### src/rtl/beep_out.sv
// Piezo beep sequencer: each TRIG pulse plays one square-wave burst followed by a
// silent gap, with up to MAXQ further requests held pending while busy.
module beep_out #(
    parameter int TONE_HALF = 12500,
    parameter int BEEP_LEN  = 5000000,
    parameter int GAP_LEN   = 2500000,
    parameter int MAXQ      = 3
) (
    input  logic CLK,
    input  logic RST,
    input  logic TRIG,
    input  logic MUTE,
    output logic BUZ,
    output logic BUSY,
    output logic OVF
);

    localparam int TW = (TONE_HALF > 1) ? $clog2(TONE_HALF) : 1;
    localparam int BW = (BEEP_LEN > 1) ? $clog2(BEEP_LEN) : 1;
    localparam int GW = (GAP_LEN > 1) ? $clog2(GAP_LEN) : 1;
    localparam int DW = (BW > GW) ? BW : GW;
    localparam int PW = $clog2(MAXQ + 1);

    localparam logic [TW-1:0] TONE_LAST = TW'(TONE_HALF - 1);
    localparam logic [DW-1:0] BEEP_LAST = DW'(BEEP_LEN - 1);
    localparam logic [DW-1:0] GAP_LAST  = DW'(GAP_LEN - 1);
    localparam logic [PW-1:0] PEND_MAX  = PW'(MAXQ);

    typedef enum logic [1:0] {
        IDLE = 2'd0,
        BEEP = 2'd1,
        GAP  = 2'd2
    } state_t;

    state_t        state_q, state_d;
    logic [DW-1:0] dur_q, dur_d;
    logic [TW-1:0] tc_q, tc_d;
    logic          tone_q, tone_d;
    logic [PW-1:0] pend_q, pend_d;
    logic          buz_q, buz_d;
    logic          busy_q, busy_d;
    logic          ovf_q, ovf_d;

    always_ff @(posedge CLK or posedge RST) begin
        if (RST) begin
            state_q <= IDLE;
            dur_q   <= '0;
            tc_q    <= '0;
            tone_q  <= 1'b0;
            pend_q  <= '0;
            buz_q   <= 1'b0;
            busy_q  <= 1'b0;
            ovf_q   <= 1'b0;
        end else begin
            state_q <= state_d;
            dur_q   <= dur_d;
            tc_q    <= tc_d;
            tone_q  <= tone_d;
            pend_q  <= pend_d;
            buz_q   <= buz_d;
            busy_q  <= busy_d;
            ovf_q   <= ovf_d;
        end
    end

    always_comb begin
        state_d = state_q;
        dur_d   = dur_q;
        tc_d    = tc_q;
        tone_d  = tone_q;
        pend_d  = pend_q;
        ovf_d   = 1'b0;

        case (state_q)
            IDLE: begin
                if (TRIG) begin
                    state_d = BEEP;
                    dur_d   = '0;
                    tc_d    = '0;
                    tone_d  = 1'b1;
                end
            end
            BEEP: begin
                if (dur_q == BEEP_LAST) begin
                    state_d = GAP;
                    dur_d   = '0;
                    tc_d    = '0;
                    tone_d  = 1'b0;
                end else begin
                    dur_d = dur_q + 1'b1;
                    if (tc_q == TONE_LAST) begin
                        tc_d   = '0;
                        tone_d = ~tone_q;
                    end else begin
                        tc_d = tc_q + 1'b1;
                    end
                end
                if (TRIG) begin
                    if (pend_q < PEND_MAX) pend_d = pend_q + 1'b1;
                    else                   ovf_d  = 1'b1;
                end
            end
            GAP: begin
                if (dur_q == GAP_LAST) begin
                    dur_d = '0;
                    // A same-cycle TRIG is consumed directly by this dequeue.
                    if (TRIG || pend_q != '0) begin
                        state_d = BEEP;
                        tc_d    = '0;
                        tone_d  = 1'b1;
                        if (!TRIG) pend_d = pend_q - 1'b1;
                    end else begin
                        state_d = IDLE;
                    end
                end else begin
                    dur_d = dur_q + 1'b1;
                    if (TRIG) begin
                        if (pend_q < PEND_MAX) pend_d = pend_q + 1'b1;
                        else                   ovf_d  = 1'b1;
                    end
                end
            end
            default: begin
                state_d = IDLE;
                dur_d   = '0;
                tc_d    = '0;
                tone_d  = 1'b0;
                pend_d  = '0;
            end
        endcase

        buz_d  = tone_d & ~MUTE;
        busy_d = (state_d != IDLE) || (pend_d != '0);
    end

    assign BUZ  = buz_q;
    assign BUSY = busy_q;
    assign OVF  = ovf_q;

endmodule

### config.mk
export PLATFORM = sky130hd
export DESIGN_NAME = beep_out
export DESIGN_NICKNAME = d
export VERILOG_FILES = /design/src/rtl/beep_out.sv
export SDC_FILE = /design/constraint.sdc
export NUM_CORES = 1
export LEC_CHECK = 0
export ABC_AREA = 1
export CAP_MARGIN = 0
export CORE_ASPECT_RATIO = 2
export CORE_UTILIZATION = 45
export DETAILED_ROUTE_END_ITERATION = 8
export MAX_ROUTING_LAYER = met4
export PLACE_DENSITY = 0.62
export REMOVE_ABC_BUFFERS = 1
export SYNTH_ARGS = -nofsm -noshare
export SYNTH_HDL_FRONTEND = slang
export SYNTH_SLANG_ARGS = --single-unit
### constraint.sdc
create_clock -name CLK -period 1.9 [get_ports CLK]
set_input_delay 0.285 -clock CLK [delete_from_list [all_inputs] [get_ports CLK]]
set_output_delay 0.285 -clock CLK [all_outputs]
set_load 0.1 [all_outputs]
==> impl_metrics.tcl, run 1 <==
set metrics [dict create \
    status "complete, no violations" \
    drv_slew 0 \
    grt_max_degree 46 \
    vias 2968 \
    muxShareOfSynthArea 0 \
    synth_fa_ha_area_frac 0.0400 \
    synth.ff_latch_count 45 \
    clock-root-buffer "clkbuf_16" \
    first_iter_violations 209 \
    crit_fanout 4 \
    relSlewSlack 0.672 \
    die-area_um2 7310 \
    hold_viol_final 0 \
    slowest_stage "dfrtp_1" \
    yosysWarnings 0 \
    die_height_um 120 \
    synth_compound_area_frac 0.0772 \
    cpPeakStageDelay_ns 0.41 \
    crit_chain "ha_4, nand2_2, nor2_2, buf_4, nand3_1, nor2_1, nand3_1, nand3_1, nand2_1, o21ai_0, nand2_1" \
    gp_congestion 0.993 \
    cap_violations 0 \
    holdWs_ns 0.339 \
    min_period_ns 1.81 \
    area_growth_pct 18.0 \
    start_util 0.469 \
    hold_buffers 0 \
    fin_worst_skew_ns 0.00361 \
    setup_viol 0 \
    synth-seq-area-share 0.360 \
    critPathBufInv 1 \
    overflow 0 \
    powerDensity_nw_per_um2 732 \
    fin_area_um2 3690 \
    regToRegSetupSlack_ns 0.09 \
    portBuffers 6 \
    synthSimpleGateAreaFrac 0.357 \
    coreArea_um2 6670 \
    dp_hpwl_mm 6.83 \
    hold_path_class "input port to async pin" \
    max_freq_mhz 552 \
    multi_input_area_um2 1780 \
    crit_top_cell "nand3_1" \
    antenna_found_initial 0 \
    fin_crit_sh 0.953 \
    reg2reg_depth 11 \
    rsz0062_at_grt "true" \
    netlist_instances 446 \
    num_rows 42 \
    layout-drive-gt1-share 0.139 \
    final_nets 489 \
    cts_buffer_depth 2 \
    leakage_nw 1.69 \
    synth_area_um2 3130 \
    placed_cell_area_um2 3420 \
    die_w_um 60.9 \
    tns_ns 0 \
    ios 7 \
    synthXorXnorAreaFrac 0.0756 \
    viasPerCell 5.26 \
    grt_pass1_wl_mm 14.2 \
    numCtsBuffers 5 \
    worst_r2r_endpoint "BUSY$_DFF_PP0_" \
    grt_pass1_vias 3071 \
    seqCellArea_um2 1130 \
    avgSynthCellArea_um2 7.01 \
    critPathLaunchType "flop" \
    clock_sinks 45 \
    clk_latency_ns 0.29 \
    synth_cell_types 28 \
    tightest_slew_ns 0.487 \
    first_pass_iters 4 \
    drc 0 \
    cp-end-kind "flop" \
    required_ns 2.08 \
    ant_nets 0 \
    reg2reg_from "dur_q[1]$_DFFE_PP0P_" \
    h-tree-depth 2 \
    critPathKind "flop to flop" \
    totalPowerFinal_mw 2.70 \
    grt.total_usage 0.276 \
    cp.arrival_ns 1.99 \
    synth_top_family_by_area "simple AND/OR/NAND/NOR gates" \
    cts_tree "built" \
    fillers 678 \
    routed_wl_mm 8.87 \
    cts.clk_slew.worst_paths_ns 0.06 \
    peakVddDrop_mv 0.476 \
    diodes 0 \
    wl_per_cell_um 15.7 \
    critPathTopFamily "simple AND/OR/NAND/NOR gates" \
]
[metal layers]
| metal | track usage | up-vias | share of wire | routed length, um |
|---|---|---|---|---|
| li1 | - | 1484 | - | - |
| met1 | 0.251 | 1369 | 0.34 | 3010 |
| met2 | 0.488 | 68 | 0.57 | 5030 |
| met3 | 0.0377 | 47 | 0.023 | 205 |
| met4 | 0.202 | 0 | 0.069 | 616 |
| met5 | - | - | 0 | 0 |
[cells by family after synthesis]
group	Yosys count
AO/OA/AOI/OAI	44
buffers and inverters	68
flip-flops	45
AND/OR/NAND/NOR	252
XOR/XNOR	27
adder cells (fa/ha/maj)	10
[registers in the layout, indices dropped and copies added (netlist names)]
name / count
pend_q: 2
dur_q: 23
OVF: 1
tc_q: 14
BUSY: 1
BUZ: 1
state_q: 2
tone_q: 1
[cell usage after synthesis]
master    count  area share
a21oi_1       7       0.011
a21oi_4       1      0.0052
a31oi_1       1      0.0020
buf_2         8       0.013
buf_6         2      0.0072
clkinv_1      1      0.0012
dfrtp_1      45        0.36
ha_1         10       0.040
inv_1        54       0.065
inv_2         3      0.0036
nand2_1      94        0.11
nand2_2       4      0.0080
nand3_1      41       0.066
nand3_2       2      0.0064
nand3b_1      2      0.0048
nand4_1      13       0.026
nor2_1       75       0.090
nor2_2        6       0.012
nor2_4        3       0.011
nor3_1        9       0.014
nor3b_1       1      0.0024
nor4_1        2      0.0040
o21ai_0      22       0.035
o21ai_1       7       0.011
o21bai_1      1      0.0024
o22ai_1       5       0.010
xnor2_1       4       0.011
xor2_1       23       0.064
[layout make-up]
class,instances,area share
Multi-Input combinational cell,333,0.481
Sequential cell,45,0.306
Timing Repair Buffer,32,0.0773
Inverter,58,0.0590
Clock buffer,7,0.0387
Tap cell,88,0.0299
Clock inverter,1,0.00814
[what timing repair did]
| action | 4_1_cts | 5_1_grt |
|---|---|---|
| buffers inserted | 0 | 3 |
| resized for setup | 0 | 14 |
| endpoints found under the setup margin | 0 | 31 |
[cell usage in the layout, fill, tap and decap left out, types with 2 or more instances in the layout]
cell type / instances
o21ai_1: 7
nor3_1: 8
nand2_1: 93
nand3_2: 3
buf_12: 3
dfrtp_1: 44
nand4_1: 13
nand2_2: 5
nand3b_1: 2
clkbuf_16: 5
clkdlybuf4s50_1: 3
nor2_4: 3
xnor2_1: 4
inv_1: 52
a21oi_1: 7
inv_2: 5
nand3_1: 39
xor2_1: 23
buf_4: 25
o21ai_0: 22
o22ai_1: 5
ha_1: 9
nor2_1: 73
nor2_2: 8
[worst reg2reg max path, stage by stage (launching register included)]
cell	delay, ns
dfrtp_1	0.41
ha_4	0.17
nand2_2	0.08
nor2_2	0.12
buf_4	0.13
nand3_1	0.06
nor2_1	0.19
nand3_1	0.10
nand3_1	0.11
nand2_1	0.10
o21ai_0	0.16
nand2_1	0.08
[per-stage QoR]
step	setup slack, ns	cells	util
3_5_place_dp	-0.0764	553	0.513
3_3_place_gp	-0.0529	553	0.513
6_report	0.0896	564	0.553
5_1_grt	-0.0137	564	0.553
4_1_cts	0.0371	561	0.539
2_1_floorplan	-0.411	436	-
[how the worst max path moves through the flow]
stage,start,endpoint,slack (ns),cells past startpoint
finish,dur_q[1]$_DFFE_PP0P_,BUSY$_DFF_PP0_,0.09,11
floorplan,state_q[1]$_DFF_PP0_,tc_q[7]$_DFFE_PP0P_,-0.41,7
detailed placement,TRIG,BUSY$_DFF_PP0_,-0.08,11
global route,dur_q[1]$_DFFE_PP0P_,dur_q[2]$_DFFE_PP0P_,-0.01,12
global placement,TRIG,BUSY$_DFF_PP0_,-0.05,11
CTS,dur_q[1]$_DFFE_PP0P_,dur_q[2]$_DFFE_PP0P_,0.04,12
[where the power goes]
group | leakage, nW | switching (mW) | internal, mW | total (mW)
combinational | 1.05 | 0.305 | 0.184 | 0.488
clock | 0.0841 | 0.359 | 0.657 | 1.02
sequential | 0.549 | 0.142 | 1.05 | 1.19
total | 1.69 | 0.806 | 1.89 | 2.70
(Power assumes the default switching activity.)
==> inputs of run 2 (changes only) <==
==> constraint.sdc (replaced) <==
create_clock -name CLK -period 1.75 [get_ports CLK]
set_input_delay 0.2625 -clock CLK [delete_from_list [all_inputs] [get_ports CLK]]
set_output_delay 0.2625 -clock CLK [all_outputs]
set_load 0.1 [all_outputs]
==> run 2 against run 1 <==
Highest routed layer unchanged. Clock power increased by 5%. Hold slack got worse by 0.11 ns. Critical endpoint is now dur_q[22]$_DFFE_PP0P_. Sequential power increased by 8%. Non-clock buffer count increased by 31.
==> impl_metrics.tcl, run 2 (synthesis results as in run 1) <==
set metrics [dict create \
    dp_hpwl_mm 7.24 \
    cp-end-kind "flop" \
    cts.clk_slew.worst_paths_ns 0.06 \
    setup_ws_ns 0.0552 \
    max_freq_mhz 590 \
    setup_viol 0 \
    grt.total_usage 0.299 \
    numCtsBuffers 5 \
    totalPowerFinal_mw 3.07 \
    viasPerCell 5.27 \
    preCtsSetupSlack_ns -0.0742 \
    antenna_found_initial 0 \
    portBuffers 6 \
    start_util 0.469 \
    peakVddDrop_mv 0.627 \
    coreArea_um2 6670 \
    routed_wl_mm 9.39 \
    holdWs_ns 0.233 \
    finalNonFillerCells 594 \
    powerDensity_nw_per_um2 755 \
    tns_ns 0 \
    crit_chain "ha_4, nand2_4, nor2_1, nand4_1, buf_4, buf_4, nor2_1, nand4_1, xor2_1, nor2_1" \
    vias 3133 \
    hold_path_class "input port to async pin" \
    final_nets 520 \
    clock-root-buffer "clkbuf_16" \
    tightest_slew_ns 0.408 \
    critPathLaunchType "flop" \
    cap_violations 0 \
    area_growth_pct 29.9 \
    grt_max_degree 33 \
    layout_commonest_cell "nand2_1" \
    drv_slew 0 \
    worst-path-stages 10 \
    gp_congestion 1.03 \
    critPathTopFamily "simple AND/OR/NAND/NOR gates" \
    min_period_ns 1.69 \
    drc 0 \
    required_ns 1.93 \
    fin_crit_sh 0.968 \
    placed_cells 582 \
    crit_fanout 3 \
    reg.largest.list "dur_q x23, tc_q x14" \
    cts_tree "built" \
    leakage_nw 1.87 \
    top_register "dur_q" \
    grt_pass1_wl_mm 15.4 \
    cp.arrival_ns 1.88 \
    reg2reg_depth 10 \
    critPathBufInv 2 \
    layout-drive-gt1-share 0.227 \
    first_pass_iters 4 \
    fin_worst_skew_ns 0.00767 \
    grt_pass1_vias 3324 \
    cts_buffer_depth 2 \
    crit_top_cell "nor2_1" \
    clk_latency_ns 0.29 \
    num_rows 42 \
    relSlewSlack 0.725 \
    slowest_stage "dfrtp_1" \
    status "complete, no violations" \
    hold_viol_final 0 \
    die_w_um 60.9 \
    startpoint "dur_q[1]$_DFFE_PP0P_" \
    reg2reg_from "dur_q[1]$_DFFE_PP0P_" \
    wl_per_cell_um 15.8 \
    die_height_um 120 \
    critPathKind "flop to flop" \
    largest_register_ffs 23 \
    rsz0062_at_grt "true" \
    die-area_um2 7310 \
    ios 7 \
    clock_sinks 45 \
    h-tree-depth 2 \
    first_iter_violations 243 \
    ant_nets 0 \
    diodes 0 \
    final_cell_mix "90 x nand2_1, 65 x nor2_1, 53 x inv_1, 53 x buf_4, 43 x dfrtp_1" \
    overflow 0 \
    cpPeakStageDelay_ns 0.40 \
]
[run 2: changes by cell type in the layout (fill, tap and decap cells not counted), sizes merged]
cell    delta
buf       +32
clkinv     +1
clkbuf     -3
[run 2: repair_timing]
| item | CTS | global route |
|---|---|---|
| hold buffers | 0 | 0 |
| setup buffers | 0 | 5 |
| setup endpoints to repair | 19 | 38 |
| pin swaps | 2 | 7 |
| gates resized for setup | 6 | 35 |
| endpoints found under the hold margin | 0 | 0 |
[run 2: path summary, 6_finish.rpt]
path | slack [ns] | endpoint
min | 0.23 | tc_q[7]$_DFFE_PP0P_
min reg2reg | 0.56 | tc_q[13]$_DFFE_PP0P_
min in group CLK | 0.53 | BUZ$_DFF_PP0_
max reg2reg | 0.06 | dur_q[22]$_DFFE_PP0P_
max | 0.06 | dur_q[22]$_DFFE_PP0P_
max in group asynchronous | 1.02 | dur_q[9]$_DFFE_PP0P_
[run 2: power breakdown]
| group | total [mW] | switching, mW | internal, mW |
|---|---|---|---|
| combinational | 0.721 | 0.420 | 0.301 |
| clock | 1.07 | 0.402 | 0.663 |
| sequential | 1.28 | 0.138 | 1.14 |
| total | 3.07 | 0.960 | 2.11 |
[run 2: area by class of cell]
type	instances	area [um^2]
inverter	58	218
tap	88	110
sequential	45	1130
multi-input combinational	333	1880
timing repair buffer	63	568
fill	649	2610
clock buffer	5	125
clock inverter	2	35.0
[run 2: metrics by stage]
| stage | area, um^2 | utilization |
|---|---|---|
| 2_1_floorplan | 3060 | - |
| 3_3_place_gp | 3700 | 0.555 |
| 3_5_place_dp | 3700 | 0.555 |
| 4_1_cts | 3890 | 0.583 |
| 5_1_grt | 4060 | 0.608 |
| 6_report | 4060 | 0.608 |
[run 2: layer usage]
layer | track usage | wire [um] | share of wire
met2 | 0.545 | 5510 | 0.59
met4 | 0.212 | 615 | 0.065
met1 | 0.255 | 3060 | 0.33
met3 | 0.0485 | 203 | 0.022
met5 | - | 0 | 0
